$ cat config.mk
export PLATFORM = sky130hd
export DESIGN_NAME = multi_bank_buffer_control
export DESIGN_NICKNAME = d
export VERILOG_FILES = /design/src/rtl/multi_bank_buffer_control.sv
export SDC_FILE = /design/constraint.sdc
export NUM_CORES = 1
export LEC_CHECK = 0
export CAP_MARGIN = 10
export CORE_MARGIN = 10
export CORE_UTILIZATION = 48
export DETAILED_ROUTE_END_ITERATION = 6
export PLACE_DENSITY = 0.83
export SLEW_MARGIN = 20
export SYNTH_ARGS = -nofsm -noshare
export SYNTH_HDL_FRONTEND = slang
export SYNTH_SLANG_ARGS = --single-unit
$ cat constraint.sdc
create_clock -name clk -period 3.39 [get_ports clk]
set_input_delay 0.678 -clock clk [delete_from_list [all_inputs] [get_ports clk]]
set_output_delay 0.678 -clock clk [all_outputs]
set_load 0.1 [all_outputs]
$ cat src/rtl/multi_bank_buffer_control.sv
// multi_bank_buffer_control: ring of NUM_BANKS buffer banks, filled in order
// and read RD_PASSES times each before the bank is released back to the producer.
module multi_bank_buffer_control #(
    parameter int NUM_BANKS = 2,
    parameter int BANK_W    = 1,
    parameter int ADDR_SIZE = 4,
    parameter int DEPTH     = 16,
    parameter int RD_PASSES = 1
) (
    input  logic                        clk,
    input  logic                        rst,
    input  logic                        wr_valid,
    output logic                        wr_ready,
    output logic [NUM_BANKS-1:0]        wr_en,
    output logic [BANK_W-1:0]           wr_bank,
    output logic [ADDR_SIZE-1:0]        wr_addr,
    input  logic                        rd_req,
    output logic                        rd_valid,
    output logic [NUM_BANKS-1:0]        rd_en,
    output logic [BANK_W-1:0]           rd_bank,
    output logic [ADDR_SIZE-1:0]        rd_addr,
    output logic [BANK_W+ADDR_SIZE-1:0] rd_pass,
    output logic [BANK_W:0]             fill_count,
    output logic                        wr_bank_done,
    output logic                        rd_bank_done
);
    localparam logic [BANK_W-1:0]           LAST_BANK = BANK_W'(NUM_BANKS - 1);
    localparam logic [BANK_W:0]             FULL      = (BANK_W+1)'(NUM_BANKS);
    localparam logic [ADDR_SIZE-1:0]        LAST_ADDR = ADDR_SIZE'(DEPTH - 1);
    localparam logic [BANK_W+ADDR_SIZE-1:0] LAST_PASS = (BANK_W+ADDR_SIZE)'(RD_PASSES - 1);

    logic wr_fire, rd_fire, rd_wrap, commit, rel;

    assign wr_ready = !rst && fill_count < FULL;
    assign rd_valid = !rst && fill_count != '0;
    assign wr_fire  = wr_valid && wr_ready;
    assign rd_fire  = rd_req && rd_valid;
    assign rd_wrap  = rd_fire && rd_addr == LAST_ADDR;
    assign commit   = wr_fire && wr_addr == LAST_ADDR;
    assign rel      = rd_wrap && rd_pass == LAST_PASS;
    assign wr_en    = wr_fire ? NUM_BANKS'(1) << wr_bank : '0;
    assign rd_en    = rd_fire ? NUM_BANKS'(1) << rd_bank : '0;

    // Simultaneous commit and release leave the occupancy unchanged.
    always_ff @(posedge clk) begin
        if (rst) begin
            wr_bank      <= '0;
            rd_bank      <= '0;
            wr_addr      <= '0;
            rd_addr      <= '0;
            rd_pass      <= '0;
            fill_count   <= '0;
            wr_bank_done <= 1'b0;
            rd_bank_done <= 1'b0;
        end else begin
            wr_bank_done <= commit;
            rd_bank_done <= rel;
            if (wr_fire) wr_addr <= commit ? '0 : wr_addr + 1'b1;
            if (commit) wr_bank <= wr_bank == LAST_BANK ? '0 : wr_bank + 1'b1;
            if (rd_fire) rd_addr <= rd_wrap ? '0 : rd_addr + 1'b1;
            if (rd_wrap) rd_pass <= rel ? '0 : rd_pass + 1'b1;
            if (rel) rd_bank <= rd_bank == LAST_BANK ? '0 : rd_bank + 1'b1;
            if (commit != rel) fill_count <= commit ? fill_count + 1'b1 : fill_count - 1'b1;
        end
    end
endmodule

# After elaboration in Yosys (flattened, before gate mapping)
# Cells that the tools add are included.
dict set report word_totals {
  regBits 19
  latch_bits 0
  ram_bits 0
  rom_bits 0
  inputBits 4
  word_cells 39
  n_memories 0
}
dict set report op_classes {
  n_addsub 7
  mul 0
  n_div 0
  magnitude_cmp 1
  eq_ne 3
  shift 2
  n_mux 8
  bitwise 0
  n_reduce_logical 10
}
# operator count
set op_table {}
lappend op_table {{$add 4x1->4 const B} 2}
lappend op_table {{$eq 4x4->1 const B} 2}
lappend op_table {{$mux 4} 2}
lappend op_table {{$logic_and 1x1->1} 7}
lappend op_table {{$mux 2} 3}
lappend op_table {{$add 5x1->5 const B} 1}
lappend op_table {{$logic_not 5->1} 1}
lappend op_table {{$mux 5} 1}
lappend op_table {{$shl 1x1->2 const A} 2}
lappend op_table {{$add 1x1->1 const B} 2}
lappend op_table {{$add 2x1->2 const B} 1}
lappend op_table {{$lt 2x2->1 const B} 1}
lappend op_table {{$mux 1} 2}
lappend op_table {{$reduce_bool 2->1} 1}
lappend op_table {{$sub 2x1->2 const B} 1}
lappend op_table {{$logic_not 1->1} 1}
lappend op_table {{$ne 1x1->1} 1}

# Logic depth before layout (Yosys ltp)
# Gate-level depths: netlist of run 1.
dict set report depth {
  depth_word 6
  depth_mapped 6
  ltp_nobuf 6
}

# Worst setup path after synthesis of run 1
# Ideal clock, no wire load.
dict set report synth_timing {
  kind {flip-flop to output port}
  from {reg wr_bank}
  to {out wr_en[1]}
  arrival_ps 3284
  path_slack_ps -572
  path_stages_with_launch 2
  path_cell_list {dfxtp_1 nor3b_1}
}
dict set report synth_via {
  elab_chain_len 2
}
# item line_no
set synth_rtl {}
lappend synth_rtl {{from (decl)} 15} ;# output logic [BANK_W-1:0] wr_bank,
lappend synth_rtl {{from (signal assigned)} 59} ;# if (commit) wr_bank <= wr_bank == LAST_BANK ? '0 : wr_bank + 1'b1;
lappend synth_rtl {{$shl 1x1->2} 41} ;# assign wr_en = wr_fire ? NUM_BANKS'(1) << wr_bank : '0;
lappend synth_rtl {{$mux 2} 41}
lappend synth_rtl {{to (decl)} 14} ;# output logic [NUM_BANKS-1:0] wr_en,
# No other way between the ends.

# Worst setup path after layout of run 1
dict set report layout_timing {
  from {in rst}
  to {out rd_en[0]}
}
dict set report layout_via {
  elab_chain_len 4
}
# item line_no
set layout_rtl {}
lappend layout_rtl {{from (decl)} 11} ;# input logic rst,
lappend layout_rtl {{$logic_not 1->1} 35} ;# assign rd_valid = !rst && fill_count != '0;
lappend layout_rtl {{$logic_and 1x1->1} 35}
lappend layout_rtl {{$logic_and 1x1->1} 37} ;# assign rd_fire = rd_req && rd_valid;
lappend layout_rtl {{$mux 2} 42} ;# assign rd_en = rd_fire ? NUM_BANKS'(1) << rd_bank : '0;
lappend layout_rtl {{to (decl)} 19} ;# output logic [NUM_BANKS-1:0] rd_en,
# No other way between the ends.

==> flow_metrics.py, run 1 <==
metrics = {
    "die": {
        "num_rows": 15,
        "die_w_um": 63.5,
        "die-height_um": 63.5,
        "die_area_mm2": 0.00404,
        "num_io_pins": 29,
        "coreArea_mm2": 0.00176,
        "initial_utilization_pct": 51.6,
    },
    "synthesis": {
        "synth_commonest_cells": "dfxtp_1, nor2_1, a21oi_1",
        "yosysSeqAreaShare_pct": 41.8,
        "ys_seq_elements": 19,
        "synth_simple_gate_area_share_pct": 28.6,
        "async_reset_ff_share_pct": 0,
        "synthTopCellsByArea": "dfxtp_1, ha_1, a21oi_1, nor2_1, xnor2_1",
        "ys.warnings.count": 0,
        "yosys-mux-area-fraction_pct": 3.30,
        "avgSynthCellArea_um2": 9.48,
        "synth_cell_type_count": 30,
        "synth_top_family_by_area": "simple AND/OR/NAND/NOR gates",
        "synth_top_cell_area_share_pct": 41.8,
        "synthCells": 96,
        "synthesis.nets": 104,
        "syn_area_um2": 910,
        "yosys_most_used_dff": "dfxtp_1",
        "synth-adder-area-share_pct": 5.50,
        "synth_top_area_cell": "dfxtp_1",
        "synth_edf_count": 0,
        "synth_compound_area_share_pct": 8.25,
        "yosysMostFrequentCell": "dfxtp_1",
        "synthXorXnorAreaFrac_pct": 8.25,
    },
    "layout": {
        "area.growth.synth_to_final_pct": 39.9,
        "n_antenna_cell": 0,
        "fin_area_mm2": 0.00127,
        "drive_above_1_share_pct": 28.3,
        "fin_nets": 136,
        "fillers": 157,
        "layout.cells.non_filler": 152,
    },
    "hold_path": {
        "hp-start": "rd_addr[3]",
        "worstHoldPathType": "flip-flop to flip-flop",
        "holdPathStages": 2,
    },
    "sta": {
        "rsz0062_at_grt": "no",
        "setup_viol": 0,
        "period_minus_slack_ns": 2.70,
        "finalSetupTns_ns": 0,
        "timing.final.crit_share_pct": 79.6,
        "fmax_mhz": 371,
        "slew_viol_final": 0,
        "skew_ns": 0.0103,
        "worst_pin_slew_ns": 0.982,
        "hold_violations": 0,
        "relSlewSlack_pct": 34.3,
    },
    "clock_network": {
        "cts_max_level": 1,
        "clk_latency_ns": 0.30,
        "post_cts_buffers": 0,
        "cts_resized": 0,
        "clockBufferDepth": 2,
        "cts_tree": "done",
        "clock-sinks": 19,
        "cts_hold_buf": 0,
        "path_clk_slew_ns": 0.11,
        "cts-root-buf": "clkbuf_4",
        "cts_buffers": 3,
    },
    "critical_path": {
        "r2r_slack_ns": 1.64,
        "cp_cell_sequence": "clkdlybuf4s50_1, o21ba_1, nand2_1, nor2_2, buf_12",
        "cpPeakStageDelay_ns": 0.41,
        "startpoint": "rst",
        "cp_slowest_cell": "clkdlybuf4s50_1",
        "worstPathArrival_ns": 2.02,
        "regToRegStartpoint": "rd_addr[0]",
        "r2r_cells": 5,
        "required_ns": 2.71,
        "cp_max_fo": 7,
        "end_kind": "output pin",
        "worstSetupStartpointType": "input port",
        "path_class": "input port to output pin",
    },
    "place": {
        "placed_cells": 148,
        "place_hpwl_mm": 1.75,
        "postPlaceCellArea_mm2": 0.00125,
        "portBuffers": 28,
        "gp_congestion": 0.780,
    },
    "global_route": {
        "grt_pass1_wl_mm": 3.76,
        "grt_use_total_pct": 11.3,
        "antenna_found_initial": 0,
        "grt_max_degree": 17,
        "grt_overflow_total": 0,
        "first_global_vias": 749,
    },
    "drt": {
        "drt-initial-drc-count": 35,
        "via_per_inst": 5.12,
        "drcViolationCount": 0,
        "firstDrtPassIters": 4,
        "drt_wl_total_mm": 2.23,
        "wire_per_inst_um": 14.7,
        "num_vias": 778,
        "ant_nets": 0,
    },
    "power": {
        "p_leak_nw": 0.568,
        "ir_drop_v": 0.000303,
        "p_per_area_mw_per_mm2": 310,
    },
    "outcome": {
        "status": "finished, final reports clean",
    },
    "run": {
        "maxCapViolations": 0,
    },
}
==> path summary, 6_finish.rpt <==
kind | to
setup / recovery | rd_en[0]
setup reg to reg | fill_count[0]
hold / removal | rd_addr[3]
hold reg to reg | rd_addr[3]
==> layer usage <==
layer / part of all wire, % / vias to the layer above / wire [um] / GRT usage (%)
met4: 0.54 / 0 / 12 / 4.92
met5: 0 / - / 0 / 0
met3: 4.8 / 2 / 106 / 3.36
met2: 49 / 13 / 1080 / 17.6
met1: 46 / 371 / 1020 / 13.9
li1: - / 392 / - / -
==> registers in the layout (all words and copies together) (netlist names) <==
register / cells
rd_bank_done: 1
rd_addr: 4
wr_bank_done: 1
wr_bank: 1
wr_addr: 4
rd_bank: 1
rd_pass: 5
fill_count: 2
==> through the flow <==
stage	utilization, %	setup WS (ns)	power [W]	hold slack, ns
floorplan	-	0.246	0.000267	0.850
global placement	70.6	0.720	0.000283	0.483
detailed placement	70.6	0.697	0.000284	0.512
CTS	72.1	0.687	0.000398	0.529
global route	72.1	0.602	0.000412	0.543
finish	72.1	0.691	0.000394	0.523
==> report_power, final <==
group	internal, W	leakage [nW]	switching (W)	total, W
combinational	0.0000152	0.399	0.0000356	0.0000508
clock	0.0000458	0.0150	0.0000694	0.000115
sequential	0.000225	0.153	0.00000281	0.000228
total	0.000286	0.568	0.000108	0.000394
==> critical path, delay by kind of cell <==
kind | cells | cell delay [ns]
AOI/OAI and AO/OA | 1 | 0.39
buffers and inverters | 2 | 0.60
and+or+nand+nor | 2 | 0.35
==> cells by family (layout without fill, tap and decap cells) <==
kind of cell | Yosys count | in the layout
muxes | 3 | 3
xor gates and xnor gates | 7 | 7
buffers and inverters | 8 | 39
and+or+nand+nor | 41 | 41
AOI/OAI and AO/OA | 14 | 14
adders and majority gates | 4 | 4
DFF | 19 | 19
==> layout make-up <==
class                      count  area [um2]  area share [%]
sequential                    19         380            29.9
clock buffer                   4        26.3            2.06
tap                           25        31.3            2.46
multi-input combinational     69         503            39.5
inverter                       5        18.8            1.47
timing repair buffer          30         313            24.6
==> cells in the final DEF (no fill, tap or decap), drive strengths merged, types with 2 or more instances in the layout <==
| master | instances |
|---|---|
| buf | 25 |
| dfxtp | 19 |
| nor2 | 11 |
| a21oi | 9 |
| nand3 | 7 |
| nand2 | 5 |
| inv | 5 |
| clkdlybuf4s50 | 5 |
| xnor2 | 4 |
| or3 | 4 |
| o21ai | 4 |
| ha | 4 |
| clkbuf | 4 |
| mux2i | 3 |
| nand2b | 2 |
| and3 | 2 |
| xor2 | 2 |
| nor3 | 2 |
| nand4 | 2 |
(Power assumes the default switching activity.)
==> inputs of run 2 (changes only) <==
--- a/config.mk
+++ b/config.mk
@@ -7,9 +7,9 @@
 export LEC_CHECK = 0
 export CAP_MARGIN = 10
 export CORE_MARGIN = 10
-export CORE_UTILIZATION = 48
+export CORE_UTILIZATION = 44
 export DETAILED_ROUTE_END_ITERATION = 6
-export PLACE_DENSITY = 0.83
+export PLACE_DENSITY = 0.77
 export SLEW_MARGIN = 20
 export SYNTH_ARGS = -nofsm -noshare
 export SYNTH_HDL_FRONTEND = slang
==> constraint.sdc (replaced) <==
create_clock -name clk -period 2.5 [get_ports clk]
set_input_delay 0.5 -clock clk [delete_from_list [all_inputs] [get_ports clk]]
set_output_delay 0.5 -clock clk [all_outputs]
set_load 0.1 [all_outputs]
==> run 2 against run 1 <==
Cell area up 2.0%. First-iteration DRC count down 66%. Global-route usage decreased by 2.0 points.
==> flow_metrics.py, run 2 (same netlist as run 1, synthesis figures left out) <==
metrics = {
    "place": {
        "gp_congestion": 0.815,
        "portBuffers": 28,
        "placed_cells": 151,
        "place_hpwl_mm": 1.62,
    },
    "sta": {
        "worst_pin_slew_ns": 0.348,
        "period_minus_slack_ns": 2.24,
        "setup_viol": 0,
        "timing.final.crit_share_pct": 89.8,
        "relSlewSlack_pct": 76.4,
        "skew_ns": 0.00715,
        "rsz0062_at_grt": "no",
        "hold_violations": 0,
        "slew_viol_final": 0,
        "fmax_mhz": 446,
        "finalSetupTns_ns": 0,
    },
    "global_route": {
        "grt_overflow_total": 0,
        "first_global_vias": 739,
        "grt_use_total_pct": 9.33,
        "grt_max_degree": 17,
        "antenna_found_initial": 0,
        "grt_pass1_wl_mm": 3.30,
    },
    "critical_path": {
        "required_ns": 2.00,
        "crit_end": "rd_en[0]",
        "startpoint": "rst",
        "timing.rr.end": "fill_count[0]",
        "r2r_cells": 5,
        "r2r_slack_ns": 0.78,
        "worstSetupStartpointType": "input port",
        "regToRegStartpoint": "rd_addr[0]",
        "path_class": "input port to output pin",
        "worstPathArrival_ns": 1.74,
        "cp_max_fo": 4,
        "end_kind": "output pin",
    },
    "clock_network": {
        "path_clk_slew_ns": 0.11,
        "clk_latency_ns": 0.29,
        "clock-sinks": 19,
        "post_cts_buffers": 0,
        "cts_hold_buf": 0,
        "clockBufferDepth": 2,
        "cts_buffers": 3,
        "cts-root-buf": "clkbuf_4",
        "cts_max_level": 1,
        "cts_tree": "done",
        "cts_resized": 0,
    },
    "drt": {
        "firstDrtPassIters": 4,
        "wire_per_inst_um": 13.0,
        "drt_wl_total_mm": 2.01,
        "via_per_inst": 5.01,
        "num_vias": 776,
        "ant_nets": 0,
        "drt-initial-drc-count": 12,
        "drcViolationCount": 0,
    },
    "layout": {
        "largest_reg_flops": 5,
        "layout_commonest_cell": "buf_4",
        "drive_above_1_share_pct": 32.0,
        "fin_nets": 137,
        "area.growth.synth_to_final_pct": 42.6,
        "layout.cells.non_filler": 155,
        "regMostFlops": "rd_pass",
        "n_antenna_cell": 0,
        "final_cell_mix": "buf_4, dfxtp_1, nor2_1",
        "top_regs": "rd_pass x5, rd_addr x4, wr_addr x4",
        "fin_util_pct": 66.1,
    },
    "die": {
        "die_w_um": 65.5,
        "coreArea_mm2": 0.00196,
        "num_rows": 16,
        "die_area_mm2": 0.00429,
        "initial_utilization_pct": 46.4,
        "num_io_pins": 29,
        "die-height_um": 65.5,
    },
    "run": {
        "maxCapViolations": 0,
    },
    "power": {
        "p_leak_nw": 0.582,
        "power.total_w": 0.000532,
        "p_per_area_mw_per_mm2": 410,
        "ir_drop_v": 0.000359,
    },
    "hold_path": {
        "worstHoldPathType": "flip-flop to flip-flop",
    },
    "outcome": {
        "status": "finished, final reports clean",
    },
}
run 2: cell count changes in the layout (fill, tap and decap cells not counted), sizes merged:
cell / previous run / this run
buf: 25 / 28
clkdlybuf4s50: 5 / 3
run 2: how the worst min path moves through the flow:
stage	startpoint	slack, ns	to	cells after the start
floorplan	rst	0.67	rd_addr[1]	2
global placement	rd_pass[4]	0.49	rd_pass[4]	2
detailed placement	rd_addr[3]	0.50	rd_addr[3]	2
CTS	rd_addr[3]	0.52	rd_addr[3]	2
global route	rd_addr[3]	0.54	rd_addr[3]	2
finish	rd_addr[3]	0.52	rd_addr[3]	2
run 2: power by group:
group / internal [W] / switching [W] / leakage [nW] / total, W
Combinational: 0.0000220 / 0.0000494 / 0.413 / 0.0000714
Clock: 0.0000621 / 0.0000901 / 0.0150 / 0.000152
Sequential: 0.000305 / 0.00000369 / 0.154 / 0.000309
Total: 0.000389 / 0.000143 / 0.582 / 0.000532
run 2: final cells by class:
cell class	count	area [um2]
clock buffers	4	26.3
fillers	174	664
inverters	5	18.8
multi-input cells	69	520
flip-flops and latches	19	383
well taps	27	33.8
repair buffers	31	315
run 2: stage by stage:
stage               hold WS, ns  cell area (um2)  setup WS, ns
floorplan                 0.672              942     -0.000770
global placement          0.487             1270         0.313
detailed placement        0.498             1270         0.269
CTS                       0.516             1300         0.256
global route              0.536             1300         0.193
finish                    0.518             1300         0.256
run 2: routing by layer:
metal / up-vias / track usage (%) / share of wire, %
met3: 2 / 3.39 / 7.2
li1: 399 / - / -
met1: 354 / 11.2 / 47
met4: 0 / 4.01 / 0.95
met5: - / 0 / 0
met2: 21 / 14.6 / 45
run 2: critical path, cell delays in order:
cell and delay (ns):
clkdlybuf4s50_1 0.42, o21ba_1 0.34, nand2_1 0.16, nor2_4 0.13
buf_12 0.18
==> inputs of run 3 (changes only) <==
--- a/config.mk
+++ b/config.mk
@@ -7,9 +7,9 @@
 export LEC_CHECK = 0
 export CAP_MARGIN = 10
 export CORE_MARGIN = 10
-export CORE_UTILIZATION = 44
+export CORE_UTILIZATION = 40
 export DETAILED_ROUTE_END_ITERATION = 6
-export PLACE_DENSITY = 0.77
+export PLACE_DENSITY = 0.73
 export SLEW_MARGIN = 20
 export SYNTH_ARGS = -nofsm -noshare
 export SYNTH_HDL_FRONTEND = slang
==> constraint.sdc (replaced) <==
create_clock -name clk -period 2.05 [get_ports clk]
set_input_delay 0.41 -clock clk [delete_from_list [all_inputs] [get_ports clk]]
set_output_delay 0.41 -clock clk [all_outputs]
set_load 0.1 [all_outputs]
==> run 3 against run 2 <==
Cell count increased by 6.5%. Total power increased by 21%. Non-clock buffer count increased by 9. Count of clock-buffer cells in the layout unchanged. Worst setup slack got worse by 0.18 ns. Global-route usage increased by 1.5 points. Sequential power increased by 21%. Wire length increased by 13%. Largest cell class unchanged. Sequential cell count unchanged. Critical endpoint unchanged. Core utilization decreased by 2.6 points. Register-to-register slack got worse by 0.41 ns. Sequential share of layout area decreased by 0.91 points.
==> flow_metrics.py, run 3 (same netlist as run 1, synthesis figures left out) <==
metrics = {
    "place": {
        "portBuffers": 28,
        "pre_cts_slack_ns": 0.00316,
        "place_hpwl_mm": 1.89,
        "gp_congestion": 0.716,
        "postPlaceCellArea_mm2": 0.00136,
    },
    "clock_network": {
        "path_clk_slew_ns": 0.10,
        "clockBufferDepth": 2,
        "cts_buffers": 3,
        "cts_tree": "done",
        "cts-root-buf": "clkbuf_4",
        "clk_latency_ns": 0.29,
        "clock-sinks": 19,
        "cts_max_level": 1,
        "cts_hold_buf": 0,
    },
    "hold_path": {
        "worstHoldPathType": "flip-flop to flip-flop",
    },
    "power": {
        "clock_power_share_pct": 27.9,
        "p_leak_nw": 0.620,
        "sw_frac_of_total_pct": 26.4,
        "p_per_area_mw_per_mm2": 464,
        "pwr-share-seq_pct": 57.8,
        "internal_power_w": 0.000476,
        "combPwrFrac_pct": 14.3,
        "ir_drop_v": 0.000554,
        "p_switching_w": 0.000170,
    },
    "critical_path": {
        "required_ns": 1.64,
        "path_class": "input port to output pin",
        "r2r_slack_ns": 0.37,
        "critical-path-top-delay-family": "buffers and inverters",
        "cp_cell_sequence": "clkdlybuf4s50_1, o21ba_4, nand2_1, nor2_4, buf_12",
        "end_kind": "output pin",
        "cpPeakStageDelay_ns": 0.45,
        "worstPathArrival_ns": 1.56,
        "worstSetupStartpointType": "input port",
        "cp_slowest_cell": "clkdlybuf4s50_1",
        "crit_buf_inv": 2,
        "cp_max_fo": 6,
    },
    "die": {
        "die_area_mm2": 0.00458,
        "die_w_um": 67.7,
        "coreArea_mm2": 0.00219,
        "initial_utilization_pct": 41.5,
        "die-height_um": 67.7,
        "num_io_pins": 29,
        "num_rows": 17,
    },
    "layout": {
        "layout_commonest_cell": "buf_4",
        "regMostFlops": "rd_pass",
        "fillers": 175,
        "fin_area_mm2": 0.00139,
        "register_area_um2": 398,
        "top_regs": "rd_pass x5, rd_addr x4, wr_addr x4",
        "drive_above_1_share_pct": 44.5,
        "multi_input_area_um2": 531,
        "area.growth.synth_to_final_pct": 53.0,
        "fin_util_pct": 63.5,
        "fin_nets": 146,
        "n_antenna_cell": 0,
        "final_cell_mix": "buf_4, nor2_1, a21oi_1, dfxtp_1, dfxtp_2",
        "largest_reg_flops": 5,
    },
    "sta": {
        "finalSetupTns_ns": 0,
        "fin_ws_ns": 0.0793,
        "skew_ns": 0.00456,
        "hold_violations": 0,
        "period_minus_slack_ns": 1.97,
        "slew_viol_final": 0,
        "worst_pin_slew_ns": 0.367,
        "whs_ns": 0.506,
        "rsz0062_at_grt": "no",
        "setup_viol": 0,
        "fmax_mhz": 507,
        "timing.final.crit_share_pct": 96.1,
        "relSlewSlack_pct": 75.2,
    },
    "run": {
        "maxCapViolations": 0,
    },
    "global_route": {
        "grt_overflow_total": 0,
        "first_global_vias": 925,
        "grt_max_degree": 11,
        "antenna_found_initial": 0,
        "grt_use_total_pct": 10.8,
        "grt_pass1_wl_mm": 3.88,
    },
    "drt": {
        "drt_wl_total_mm": 2.27,
        "drcViolationCount": 0,
        "wire_per_inst_um": 13.8,
        "via_per_inst": 5.08,
        "drt-initial-drc-count": 22,
        "num_vias": 838,
        "firstDrtPassIters": 4,
        "ant_nets": 0,
    },
    "outcome": {
        "status": "finished, final reports clean",
    },
}
[run 3: repair_timing]
action	CTS	global route
buffers inserted	0	0
hold endpoints to repair	0	0
endpoints found under the setup margin	1	1
gates resized for setup	1	1
gates cloned	0	0
[run 3: worst reg2reg max path, cell delays in order (launching register included)]
cell     delay (ns)
dfxtp_2        0.39
ha_1           0.21
and3_1         0.34
nand4_2        0.23
xnor3_1        0.38
nor2_1         0.08
[run 3: final timing paths]
| path | start | end | cells past startpoint |
|---|---|---|---|
| setup / recovery | rst | rd_en[0] | 5 |
| hold / removal | rd_addr[3] | rd_addr[3] | 2 |
| setup reg to reg | rd_addr[0] | fill_count[0] | 5 |
| hold reg to reg | rd_addr[3] | rd_addr[3] | 2 |
[run 3: cell type report]
cell class                      count  share of cell area [%]
Inverter                            5                    1.35
Timing Repair Buffer               40                    27.5
Sequential cell                    19                    28.6
Multi-Input combinational cell     69                    38.1
Clock buffer                        4                    1.89
Tap cell                           28                    2.52
[run 3: power by group through the flow]
stage,logic [W],clock network (W),registers [W]
after floorplan,0.0000364,0,0.000404
after global placement,0.0000916,0,0.000382
after detailed placement,0.0000924,0,0.000382
after CTS,0.0000926,0.000188,0.000374
after global routing,0.0000987,0.000206,0.000374
final,0.0000921,0.000180,0.000374
[run 3: routing by layer]
layer  wire length (um)  vias up  GRT usage, %
met1                881      388          10.9
met3                263        2          5.45
met4                 25        0          4.62
met5                  0        -             0
met2               1100       31          18.5
li1                   -      417             -
[run 3: stage by stage]
step / total power [W] / cells
after floorplan: 0.000440 / 96
after global placement: 0.000473 / 161
after detailed placement: 0.000475 / 161
after CTS: 0.000654 / 165
after global routing: 0.000679 / 165
final: 0.000646 / 165
